**src/rtl/gate_alu_pkg.sv**
```systemverilog
// ----------------------------------------------------------------------------
// gate_alu_pkg
// Shared definitions for the gate ALU pipeline:
//   op_t           3-bit function-select type
//   OP_AND..OP_BUF function-select encodings
// ----------------------------------------------------------------------------
package gate_alu_pkg;

    typedef logic [2:0] op_t;

    localparam op_t OP_AND  = 3'd0;
    localparam op_t OP_OR   = 3'd1;
    localparam op_t OP_NAND = 3'd2;
    localparam op_t OP_NOR  = 3'd3;
    localparam op_t OP_XOR  = 3'd4;
    localparam op_t OP_XNOR = 3'd5;
    localparam op_t OP_NOT  = 3'd6;  // NOT A, B ignored
    localparam op_t OP_BUF  = 3'd7;  // BUF A, B ignored

endpackage

```
**src/rtl/gate_alu_core.sv**
```systemverilog
// ----------------------------------------------------------------------------
// gate_alu_core
// Purely combinational gate function plus result flags.
// Ports:
//   i_a      in  WIDTH            operand A
//   i_b      in  WIDTH            operand B
//   i_op     in  op_t             function select
//   o_result out WIDTH            f(A, B, op)
//   o_zero   out 1                o_result == 0
//   o_parity out 1                XOR-reduce of o_result
//   o_ones   out $clog2(WIDTH+1)  popcount of o_result
// ----------------------------------------------------------------------------
module gate_alu_core
    import gate_alu_pkg::*;
#(
    parameter int unsigned WIDTH  = 8,
    parameter int unsigned ONES_W = $clog2(WIDTH + 1)
) (
    input  logic [WIDTH-1:0]  i_a,
    input  logic [WIDTH-1:0]  i_b,
    input  op_t               i_op,
    output logic [WIDTH-1:0]  o_result,
    output logic              o_zero,
    output logic              o_parity,
    output logic [ONES_W-1:0] o_ones
);

    logic [WIDTH-1:0]  w_res;
    logic [ONES_W-1:0] w_ones;

    always_comb begin
        w_res = '0;
        unique case (i_op)
            OP_AND:  w_res = i_a & i_b;
            OP_OR:   w_res = i_a | i_b;
            OP_NAND: w_res = ~(i_a & i_b);
            OP_NOR:  w_res = ~(i_a | i_b);
            OP_XOR:  w_res = i_a ^ i_b;
            OP_XNOR: w_res = ~(i_a ^ i_b);
            OP_NOT:  w_res = ~i_a;
            OP_BUF:  w_res = i_a;
            default: w_res = i_a;
        endcase
    end

    always_comb begin
        w_ones = '0;
        for (int i = 0; i < int'(WIDTH); i++) begin
            w_ones = w_ones + ONES_W'(w_res[i]);
        end
    end

    assign o_result = w_res;
    assign o_zero   = (w_res == '0);
    assign o_parity = ^w_res;
    assign o_ones   = w_ones;

endmodule

```
**src/rtl/gate_alu_pipe.sv**
```systemverilog
// ----------------------------------------------------------------------------
// gate_alu_pipe
// Registered bitwise logic unit with a valid/ready handshake on both sides,
// 1-cycle latency, full 1 beat/cycle throughput, an optional feedback
// accumulator and a wrapping completed-transfer counter.
// Ports:
//   clk_in        in  1                clock, rising edge
//   rst_in        in  1                synchronous active-high reset
//   a_in, b_in    in  WIDTH            operands
//   op_in         in  3                function select (see gate_alu_pkg)
//   acc_mode_in   in  1                use accumulator in place of a_in
//   acc_clr_in    in  1                synchronous accumulator clear
//   valid_in      in  1                operand beat valid
//   ready_out     out 1                beat can be accepted this cycle
//   result_out    out WIDTH            registered result
//   zero_out      out 1                result_out == 0
//   parity_out    out 1                XOR-reduce of result_out
//   ones_out      out $clog2(WIDTH+1)  popcount of result_out
//   valid_out     out 1                result and flags valid
//   ready_in      in  1                consumer takes the result this cycle
//   xfer_cnt_out  out CNT_W            completed output transfers (wraps)
// ----------------------------------------------------------------------------
module gate_alu_pipe
    import gate_alu_pkg::*;
#(
    parameter int unsigned WIDTH  = 8,
    parameter int unsigned ACC_EN = 1,
    parameter int unsigned CNT_W  = 16
) (
    input  logic                         clk_in,
    input  logic                         rst_in,
    input  logic [WIDTH-1:0]             a_in,
    input  logic [WIDTH-1:0]             b_in,
    input  logic [2:0]                   op_in,
    input  logic                         acc_mode_in,
    input  logic                         acc_clr_in,
    input  logic                         valid_in,
    output logic                         ready_out,
    output logic [WIDTH-1:0]             result_out,
    output logic                         zero_out,
    output logic                         parity_out,
    output logic [$clog2(WIDTH+1)-1:0]   ones_out,
    output logic                         valid_out,
    input  logic                         ready_in,
    output logic [CNT_W-1:0]             xfer_cnt_out
);

    localparam int unsigned ONES_W = $clog2(WIDTH + 1);

    logic [WIDTH-1:0]  r_result;
    logic              r_zero;
    logic              r_parity;
    logic [ONES_W-1:0] r_ones;
    logic              r_valid;
    logic [WIDTH-1:0]  r_acc;
    logic [CNT_W-1:0]  r_cnt;

    logic              w_ready;
    logic              w_accept;
    logic              w_drain;
    logic [WIDTH-1:0]  w_acc_eff;
    logic [WIDTH-1:0]  w_a;
    logic [WIDTH-1:0]  w_res;
    logic              w_zero;
    logic              w_parity;
    logic [ONES_W-1:0] w_ones;

    // Output register is free or being emptied this cycle: no bubble on drain+load.
    assign w_ready  = !r_valid || ready_in;
    assign w_accept = valid_in && w_ready;
    assign w_drain  = r_valid && ready_in;

    // A same-cycle clear makes the accumulator read as zero for this beat.
    assign w_acc_eff = acc_clr_in ? '0 : r_acc;
    assign w_a       = ((ACC_EN != 0) && acc_mode_in) ? w_acc_eff : a_in;

    gate_alu_core #(
        .WIDTH  (WIDTH),
        .ONES_W (ONES_W)
    ) u_core (
        .i_a      (w_a),
        .i_b      (b_in),
        .i_op     (op_t'(op_in)),
        .o_result (w_res),
        .o_zero   (w_zero),
        .o_parity (w_parity),
        .o_ones   (w_ones)
    );

    always_ff @(posedge clk_in) begin
        if (rst_in) begin
            r_result <= '0;
            r_zero   <= 1'b1;
            r_parity <= 1'b0;
            r_ones   <= '0;
            r_valid  <= 1'b0;
            r_acc    <= '0;
            r_cnt    <= '0;
        end else begin
            if (w_accept) begin
                r_result <= w_res;
                r_zero   <= w_zero;
                r_parity <= w_parity;
                r_ones   <= w_ones;
                r_valid  <= 1'b1;
            end else if (w_drain) begin
                r_valid  <= 1'b0;
            end

            if (w_drain) begin
                r_cnt <= r_cnt + CNT_W'(1);
            end

            // Load wins over clear; with ACC_EN=0 the accumulator stays at reset value.
            if (ACC_EN != 0) begin
                if (w_accept) begin
                    r_acc <= w_res;
                end else if (acc_clr_in) begin
                    r_acc <= '0;
                end
            end
        end
    end

    assign ready_out    = w_ready;
    assign result_out   = r_result;
    assign zero_out     = r_zero;
    assign parity_out   = r_parity;
    assign ones_out     = r_ones;
    assign valid_out    = r_valid;
    assign xfer_cnt_out = r_cnt;

endmodule

```
**config.mk**
```make
export PLATFORM = sky130hd
export DESIGN_NAME = gate_alu_pipe
export DESIGN_NICKNAME = d
export VERILOG_FILES = /design/src/rtl/gate_alu_pkg.sv /design/src/rtl/gate_alu_core.sv /design/src/rtl/gate_alu_pipe.sv
export SDC_FILE = /design/constraint.sdc
export NUM_CORES = 1
export LEC_CHECK = 0
export CAP_MARGIN = 40
export CORE_MARGIN = 2
export CORE_UTILIZATION = 57
export CTS_BUF_LIST = sky130_fd_sc_hd__clkbuf_4 sky130_fd_sc_hd__clkbuf_8
export DETAILED_ROUTE_END_ITERATION = 8
export HOLD_SLACK_MARGIN = 0.03
export PLACE_DENSITY_LB_ADDON = 0.25
export SKIP_CTS_REPAIR_TIMING = 1
export SYNTH_ARGS = -nofsm -noshare
export SYNTH_HDL_FRONTEND = slang
export SYNTH_HIERARCHICAL = 1
export SYNTH_SLANG_ARGS = --single-unit
```
**constraint.sdc**
```tcl
create_clock -name clk_in -period 6.5 [get_ports clk_in]
set_input_delay 0.65 -clock clk_in [delete_from_list [all_inputs] [get_ports clk_in]]
set_output_delay 0.65 -clock clk_in [all_outputs]
set_load 0.005 [all_outputs]
```
==> run_results.csv <==
group,metric,value,unit
outcome,status,"finished, final reports clean",
synthesis,synth_edf_count,0,
routing,drtAntennaViolNets,0,
critical_path,worstPathArrival,5190,ps
critical_path,timing_worst_setup_path_type,"input port to flip-flop",
routing,drcViolationCount,0,
routing,wl_met1,2490,um
synthesis,yosysSeqAreaShare,0.284,
routing,viasPerCell,5.55,
synthesis,synth_nets,380,
timing,setup_viol,0,
placed_design,hpwl,4640,um
synthesis,async_reset_ff_frac,0,
final_layout,utilization,0.735,
timing,layout_min_cycle_time,4960,ps
timing,holdWs,455,ps
clock_network,htree_levels,2,
final_layout,final_area,0.00345,sq mm
power_and_ir_drop,power_leakage,1.39,nW
clock_network,clk_pin_slew_worst_paths,80,ps
timing,rsz0062_at_grt,"no",
synthesis,synth_top_area_cell,"dfxtp_1",
final_layout,diodes,0,
global_route,grt_pass1_wl,10200,um
routing,wl_met2,3140,um
timing,worst_slack,1540,ps
placed_design,dp_slack,1260,ps
timing,slew_headroom,0.438,
job,maxCapViolCount,0,
timing,skew,8.00,ps
timing,hold_viol,0,
floorplanning,ios,57,
placed_design,numPortBuffers,56,
timing,tns,0,ps
power_and_ir_drop,p_sw_frac,0.292,
power_and_ir_drop,p_seq_frac,0.345,
routing,num_vias,2401,
critical_path,crit_required,6730,ps
synthesis,yosysMostFrequentCell,"nand2_1",
floorplanning,die-height,73.5,um
power_and_ir_drop,vdd_drop_max,0.000210,V
global_route,grt_pass1_vias,2276,
global_route,antenna_found_initial,0,
global_route,grt_max_degree,40,
power_and_ir_drop,combPwrFrac,0.348,
synthesis,netlist_area,0.00275,sq mm
power_and_ir_drop,p_per_area,226,mW/mm^2
synthesis,yosysWarnings,6,
critical_path,crit_fanout,8,
synthesis,synth_area_leaders,"dfxtp_1 28%, ha_1 11%, nand2_1 6.7%, a21oi_1 5.1%, mux2_2 4.5%",
routing,highest_layer,"met4",
final_layout,drive_gt1_frac,0.0923,
routing,drt_pre_antenna_iters,5,
timing,period_share,0.763,
floorplanning,rows,25,
routing,drt-initial-drc-count,67,
floorplanning,die_x,73.5,um
power_and_ir_drop,switchingPower,0.227,mW
global_route,grtUsageTotal,0.241,
power_and_ir_drop,pwr-share-clk,0.307,
critical_path,critPathLaunchType,"input port",
placed_design,gp_congestion,0.883,
global_route,grt_overflow_total,0,
floorplanning,die_area,0.00540,sq mm
clock_network,cts_made_buffers,5,
placed_design,placed_cell_area,0.00331,sq mm
synthesis,yosysTopAreaCellShare,0.284,
timing,tightest_slew,840,ps
floorplanning,core,0.00469,sq mm
hold_path,hp-class,"flip-flop to flip-flop",
final_layout,syn_to_final_growth,25.3,%
final_layout,fillers,382,
clock_network,clockBufferDepth,2,
critical_path,cp-end-kind,"flip-flop",
synthesis,synth_cells,327,
routing,routed_wl,6140,um
clock_network,clk_latency,290,ps
timing,drv_slew,0,
final_layout,fin_nets,431,
routing,dr_wl_met3,331,um
synthesis,synth_common_cells,"49 x nand2_1, 39 x dfxtp_1, 32 x inv_1",
clock_network,clkSinkCount,39,
floorplanning,start_util,0.587,
timing,max_freq,0.202,GHz
synthesis,syn_area_per_cell,8.42,sq um
clock_network,clockRootBuffer,"clkbuf_8",
synthesis,ys_ff_latch,39,
synthesis,yosys_most_used_dff,"dfxtp_1",
clock_network,cts_tree,"yes",
routing,routedWlPerCell,14.2,um
power_and_ir_drop,power.internal,0.552,mW
synthesis,ys_types,49,
[cells by family (layout without fill, tap and decap cells)]
logic type | Yosys count | after routing | synth area share
AO/OA/AOI/OAI | 60 | 60 | 0.143
XOR/XNOR | 26 | 26 | 0.0827
adder cells (fa/ha/maj) | 28 | 28 | 0.138
buffers and inverters | 48 | 100 | 0.0809
flip-flops | 39 | 39 | 0.284
multiplexers | 20 | 20 | 0.0777
AND/OR/NAND/NOR | 106 | 106 | 0.194
[registers in the layout, summed over array words and instances, names as in the netlist]
name	flops
xfer_cnt_out	16
r_acc	8
result_out	8
ones_out	4
parity_out	1
valid_out	1
zero_out	1
[per-stage QoR]
step / total power [mW] / instances
2_1_floorplan: 0.453 / 327
3_3_place_gp: 0.531 / 424
3_5_place_dp: 0.541 / 425
4_1_cts: 0.785 / 433
5_1_grt: 0.827 / 433
6_report: 0.780 / 433
[critical path, stage by stage]
cell	delay, ps
clkdlybuf4s50_1	670
mux2_2	420
inv_1	70
ha_1	240
nand2b_1	150
a222oi_1	300
o22a_2	230
inv_2	40
fa_1	470
fa_1	510
fa_1	420
inv_1	70
ha_1	160
inv_1	50
fa_1	370
xnor2_1	170
nand2_1	60
a21oi_1	130
[cells in the final DEF (no fill, tap or decap), types with 4 or more instances in the layout]
master,n
a21oi_1,28
a22oi_1,4
clkbuf_8,5
clkdlybuf4s50_1,56
dfxtp_1,39
fa_1,4
ha_1,24
inv_1,32
mux2_2,11
mux2i_1,9
nand2_1,49
nand3_1,4
nor2_1,14
nor2b_1,14
o21ai_1,6
o22a_1,4
o22ai_1,4
xnor2_1,13
xor2_1,13
[path summary, 6_finish.rpt]
path,to,depth (start not counted),startpoint,slack (ps)
min,parity_out$_SDFFE_PP0P_,2,parity_out$_SDFFE_PP0P_,450
min reg2reg,parity_out$_SDFFE_PP0P_,2,parity_out$_SDFFE_PP0P_,450
max reg2reg,ones_out[2]$_SDFFE_PP0P_,18,r_acc[1]$_SDFF_PP0_,2240
max,ones_out[2]$_SDFFE_PP0P_,18,acc_mode_in,1540
[layer usage]
layer | up-vias | global-route usage
li1 | 1203 | -
met1 | 1123 | 0.275
met2 | 58 | 0.421
met3 | 17 | 0.0590
met4 | 0 | 0.111
met5 | - | 0
[power groups by stage]
| stage | Sequential [mW] | Combinational (mW) | Clock, mW |
|---|---|---|---|
| 6_report | 0.269 | 0.271 | 0.240 |
| 5_1_grt | 0.271 | 0.303 | 0.253 |
| 4_1_cts | 0.269 | 0.272 | 0.244 |
| 3_5_place_dp | 0.274 | 0.268 | 0 |
| 3_3_place_gp | 0.273 | 0.257 | 0 |
| 2_1_floorplan | 0.275 | 0.178 | 0 |
[area by class of cell]
type,count,area [sq um],area share
timing repair buffer,59,591,0.171
clock buffer,6,76.3,0.0221
sequential,39,781,0.226
clock inverter,2,60.1,0.0174
tap,54,67.6,0.0196
inverter,33,124,0.0359
multi-input combinational,240,1750,0.507
(Power assumes the default switching activity.)
==> patch 1: new RTL, same settings <==
`ACC_EN`: 1 -> 0.
--- a/src/rtl/gate_alu_pipe.sv
+++ b/src/rtl/gate_alu_pipe.sv
@@ -24,7 +24,7 @@
     import gate_alu_pkg::*;
 #(
     parameter int unsigned WIDTH  = 8,
-    parameter int unsigned ACC_EN = 1,
+    parameter int unsigned ACC_EN = 0,
     parameter int unsigned CNT_W  = 16
 ) (
     input  logic                         clk_in,
Behaviour: not the same (a bounded check fails within 4 cycles, from zero or initial values and one cycle with rst_in high).
==> patch 1 against the unedited design <==
  * Setup slack improved by 0.30 ns
  * Worst hold slack better by 0.0049 ns
  * Sequential cell count shrank 8
  * Power decreased by 23%
  * Final area decreased by 12%
  * Via count down 10%
  * Synthesized area fell by 13%
  * Wire length shrank 16%
==> patch 1: results (changes against the unedited design) <==
Worst setup path
  • RR Endpoint: xfer_cnt_out[12] (was ones_out[2])
  • Worst Path Arrival: 4.86 ns (was 5.19 ns)
  • Worst-path fanout max: 17 (was 8)
  • Worst r2r src: xfer_cnt_out[0] (was r_acc[1])
  • Critical Path Sink: ones_out[2] (unchanged)
  • FF-to-FF setup slack: 4.87 ns (was 2.24 ns)
  • Crit. Startpoint: op_in[2] (was acc_mode_in)
  • Worst Reg-to-Reg Cells: 5 (was 18)

Place
  • Area after DPL: 2960 um^2 (was 3310 um^2)
  • Hpwl dp: 4010 um (was 4640 um)
  • Port bufs: 54 (was 56)
  • Placer Congestion: 0.865 (was 0.883)
  • Dpl ws: 1.57 ns (was 1.26 ns)
  • Cell total after placement: 382 (was 425)

Global route
  • Met3 usage: 0.0552 (was 0.0590)
  • Largest net degree at the start of global routing: 26 (was 40)
  • Number of global-route vias before repair: 2047 (was 2276)
  • Initial antenna violation count: 0 (unchanged)
  • Met1 global-route usage: 0.302 (was 0.275)
  • First-pass GRT wire length: 8700 um (was 10200 um)
  • Global routing usage on met2: 0.424 (was 0.421)
  • Gr usage total: 0.240 (was 0.241)

Timing
  • Slew HR: 0.516 (was 0.438)
  • Final worst-path cycle share: 0.716 (was 0.763)

Power
  • Sw Pwr: 0.191 mW (was 0.227 mW)
  • Lkg Pwr: 1.24 nW (was 1.39 nW)
  • Max IR drop VDD: 161 uV (was 210 uV)

Synthesis
  • Seq/Total Area, Yosys: 0.259 (was 0.284)
  • Top_reg_cell synth: dfxtp_1 (unchanged)
  • Top cells by count, synth: nand2_1 (38), dfxtp_1 (31), inv_1 (26) (was nand2_1 (49), dfxtp_1 (39), inv_1 (32))
  • Post-Synthesis Cells: 288 (was 327)
  • Syn Nets: 341 (was 380)
  • Top cells by area, synth: dfxtp_1 (26%), ha_1 (13%), xnor2_1 (6.6%), nand2_1 (5.9%), a21oi_1 (4.8%) (was dfxtp_1 (28%), ha_1 (11%), nand2_1 (6.7%), a21oi_1 (5.1%), mux2_2 (4.5%))
  • Post-synth cell types: 46 (was 49)

Layout
  • Number of flip-flops in the largest register: 16 (unchanged)
  • Layout net count: 392 (was 431)
  • Fill cells: 309 (was 382)
  • Share of layout cells above drive strength 1: 0.0853 (was 0.0923)

Route
  • Drt first pass iters: 4 (was 5)
  • Via-to-Cell Ratio: 5.52 (was 5.55)
  • Detailed-route via count: 2152 (was 2401)
  • Wire per inst: 13.2 um (was 14.2 um)
  • Iteration-0 DRC Markers: 99 (was 67)

Clocking
  • Clock Pin Slew Worst Setup and Hold Paths: 0.06 ns (was 0.08 ns)
  • Root buf cell: clkbuf_8 (unchanged)

Floorplan
  • Rows: 23 (was 25)

Run status
  • Outcome: finished, final reports clean (unchanged)
## patch 1: cell count changes after synthesis, moves of 5 or more
cell,change
nand2b_1,+6
dfxtp_1,-8
nor2b_1,-9
xnor2_1,+5
inv_1,-6
mux2_2,-8
xor2_1,-7
nand2_1,-11
a21oi_1,-5
## patch 1: power groups by stage
stage / combinational (mW) / clock (mW) / sequential [mW]
2_1_floorplan: 0.155 / 0 / 0.220
3_3_place_gp: 0.223 / 0 / 0.220
3_5_place_dp: 0.235 / 0 / 0.219
4_1_cts: 0.237 / 0.153 / 0.216
5_1_grt: 0.266 / 0.162 / 0.218
6_report: 0.234 / 0.151 / 0.216
## patch 1: per-stage QoR
step                power [mW]  hold WS (ns)
floorplan                0.374         0.453
global placement         0.443         0.446
detailed placement       0.454         0.453
CTS                      0.606         0.462
global route             0.646         0.485
finish                   0.601         0.460
## patch 1: cell type report
type                       count  area [um^2]  share of cell area
multi-input combinational    217         1600               0.524
sequential                    31          621               0.204
timing repair buffer          57          578               0.190
inverter                      27          101              0.0333
clock buffer                   7         83.8              0.0275
tap                           50         62.6              0.0205
clock inverter                 1         5.00             0.00164
## patch 1: worst min path at each step
| stage | startpoint | to | slack (ns) | depth (start not counted) |
|---|---|---|---|---|
| finish | result_out[4] | result_out[4] | 0.46 | 2 |
| global route | parity_out | parity_out | 0.48 | 2 |
| CTS | result_out[4] | result_out[4] | 0.46 | 2 |
| detailed placement | result_out[4] | result_out[4] | 0.45 | 2 |
| global placement | result_out[6] | result_out[6] | 0.45 | 2 |
| floorplan | ones_out[0] | ones_out[0] | 0.45 | 2 |
## patch 1: cell families (layout without fill, tap and decap cells)
group | count (synthesis) | after routing | share of synthesized area
multiplexers | 9 | 9 | 0.0412
buffers and inverters | 40 | 92 | 0.0761
AO/OA/AOI/OAI | 57 | 57 | 0.162
flip-flops | 31 | 31 | 0.259
XOR/XNOR | 24 | 24 | 0.0876
AND/OR/NAND/NOR | 99 | 99 | 0.216
adder cells (fa/ha/maj) | 28 | 28 | 0.159
## patch 1: critical path: stages
cell	delay [ns]
clkdlybuf4s50_1	0.77
or3_1	0.67
o22ai_1	0.36
fa_1	0.49
fa_1	0.52
fa_1	0.42
inv_1	0.07
ha_1	0.15
inv_1	0.05
fa_1	0.37
xnor2_1	0.16
nand2_1	0.06
a21oi_1	0.12
## patch 1: metal layers
layer  vias up  wire length [um]
met4         0                53
met1      1002              2340
met3         7               263
met2        51              2480
li1       1092                 -
met5         -                 0
==> patch 2: new RTL, same settings <==
Without the edit above. Register the output `xfer_cnt_out` once more; this adds one clock of latency there. The other outputs are not delayed to match.
--- a/src/rtl/gate_alu_pipe.sv
+++ b/src/rtl/gate_alu_pipe.sv
@@ -128,7 +128,9 @@
     assign parity_out   = r_parity;
     assign ones_out     = r_ones;
     assign valid_out    = r_valid;
-    assign xfer_cnt_out = r_cnt;
+    always_ff @(posedge clk_in) begin
+        xfer_cnt_out <= r_cnt;
+    end
 
 endmodule
 
Formal check against the unedited RTL: not equivalent (a bounded check fails within 4 cycles, from zero or initial values and one cycle with rst_in high).
==> patch 2 against the unedited design <==
  * Synthesized area is 13% higher
  * Sequential cell count increased by 16
  * Setup slack worse by 0.19 ns
  * Final area increased by 9.6%
  * Wire length is 11% higher
  * Sequential power is 38% higher
  * Critical endpoint unchanged
  * Count of clock-buffer cells in the layout unchanged
  * Power is 14% higher
==> patch 2: results (changes against the unedited design) <==
Synthesis
  • Ys async rst share: 0 (unchanged)
  • Synth Area in XOR/XNOR: 0.0703 (was 0.0827)
  • Top_reg_cell synth: dfxtp_1 (unchanged)
  • Seq/Total Area, Yosys: 0.353 (was 0.284)
  • Top cells by count, synth: dfxtp_1 (55), nand2_1 (51), inv_1 (32) (was nand2_1 (49), dfxtp_1 (39), inv_1 (32))
  • Top cells by area, synth: dfxtp_1 (35%), ha_1 (9.6%), nand2_1 (6.1%), a21oi_1 (4.8%), xnor2_1 (4.8%) (was dfxtp_1 (28%), ha_1 (11%), nand2_1 (6.7%), a21oi_1 (5.1%), mux2_2 (4.5%))
  • Synth Area in Adders: 0.122 (was 0.138)
  • Post-synthesis mux area share: 0.0755 (was 0.0777)
  • Area share of the largest cell type after synthesis: 0.353 (was 0.284)
  • Post-synthesis compound-gate area fraction: 0.104 (was 0.143)
  • Post-Synthesis Cells: 350 (was 327)
  • Syn Nets: 403 (was 380)
  • Post-synth cell types: 40 (was 49)

Layout
  • Fill cells: 395 (was 382)
  • Layout net count: 452 (was 431)
  • Share of layout cells above drive strength 1: 0.0775 (was 0.0923)
  • FF+latch area: 1100 um^2 (was 781 um^2)

Route
  • Iteration-0 DRC Markers: 177 (was 67)
  • Via-to-Cell Ratio: 5.61 (was 5.55)
  • Routed wire length: 6800 um (was 6140 um)
  • Wire per inst: 14.5 um (was 14.2 um)

Worst setup path
  • Worst Path Arrival: 5.39 ns (was 5.19 ns)
  • RR Endpoint: ones_out[2] (unchanged)
  • FF-to-FF setup slack: 2.07 ns (was 2.24 ns)
  • Worst r2r src: r_acc[3] (was r_acc[1])
  • Worst Reg-to-Reg Cells: 17 (was 18)

Worst hold path
  • Hold EP: xfer_cnt_out[15] (was parity_out)
  • Hold path startpoint: r_cnt[15] (was parity_out)
  • Hold path cells: 0 (was 2)

Timing
  • Hold_ws: 0.375 ns (was 0.455 ns)
  • Slew HR: 0.417 (was 0.438)
  • Fin Clk Skew: 0.00468 ns (was 0.00800 ns)

Clocking
  • Clock Latency Late Sink: 0.31 ns (was 0.29 ns)

Run status
  • Outcome: finished, final reports clean (unchanged)

Global route
  • First-pass GRT wire length: 11500 um (was 10200 um)
  • Met1 global-route usage: 0.306 (was 0.275)
  • Met3 usage: 0.0535 (was 0.0590)
  • Largest net degree at the start of global routing: 41 (was 40)
  • Global routing usage on met2: 0.388 (was 0.421)
  • Number of global-route vias before repair: 2609 (was 2276)
  • Gr usage total: 0.236 (was 0.241)

Place
  • Area after DPL: 3660 um^2 (was 3310 um^2)
  • Port bufs: 56 (unchanged)
  • Cell total after placement: 462 (was 425)
  • Dpl ws: 1.19 ns (was 1.26 ns)
  • Placer Congestion: 0.845 (was 0.883)
  • Hpwl dp: 4900 um (was 4640 um)

Power
  • Max IR drop VDD: 219 uV (was 210 uV)
  • Lkg Pwr: 1.50 nW (was 1.39 nW)
==> patch 2: cell types whose count changed after synthesis, sizes merged, moves of 3 or more <==
cell,before,now
dfxtp,39,55
nand3,4,16
o21ai,9,3
buf,7,12
nand3b,1,6
xor2,13,8
a22oi,4,0
clkbuf,8,4
xnor2,13,17
nand2,49,52
nor2b,15,12
nor4,1,4
==> patch 2: final cells by class <==
type / count / share of cell area
Clock buffer: 6 / 0.0218
Clock inverter: 2 / 0.00927
Inverter: 32 / 0.0318
Multi-Input combinational cell: 246 / 0.466
Sequential cell: 55 / 0.291
Tap cell: 70 / 0.0232
Timing Repair Buffer: 59 / 0.156
==> patch 2: where the power goes <==
part	internal, mW	switching [mW]	leakage, nW
Combinational	0.141	0.147	0.995
Clock	0.125	0.105	0.0612
Sequential	0.358	0.0120	0.447
==> patch 2: critical path: stages <==
cell             delay, ns
clkdlybuf4s50_1       0.69
mux2_2                0.42
ha_1                  0.24
inv_1                 0.06
mux2i_1               0.06
a221oi_1              0.43
o22ai_1               0.22
fa_1                  0.54
fa_1                  0.53
fa_1                  0.41
inv_1                 0.09
ha_1                  0.20
inv_1                 0.07
fa_1                  0.39
xnor2_1               0.17
nand2_1               0.07
a21oi_1               0.14
==> patch 2: worst max path at each step <==
stage | slack [ns] | from | end | cells past startpoint
floorplan | 2.02 | acc_mode_in | ones_out[1] | 17
global placement | 1.44 | acc_mode_in | ones_out[1] | 17
detailed placement | 1.19 | acc_mode_in | ones_out[2] | 17
CTS | 1.42 | acc_mode_in | ones_out[2] | 17
global route | 1.25 | acc_mode_in | ones_out[2] | 17
finish | 1.36 | acc_mode_in | ones_out[2] | 17
==> patch 2: routing by layer <==
metal,part of all wire,wire (um)
met1,0.45,3090
met2,0.46,3160
met3,0.064,434
met4,0.018,119
met5,0,0
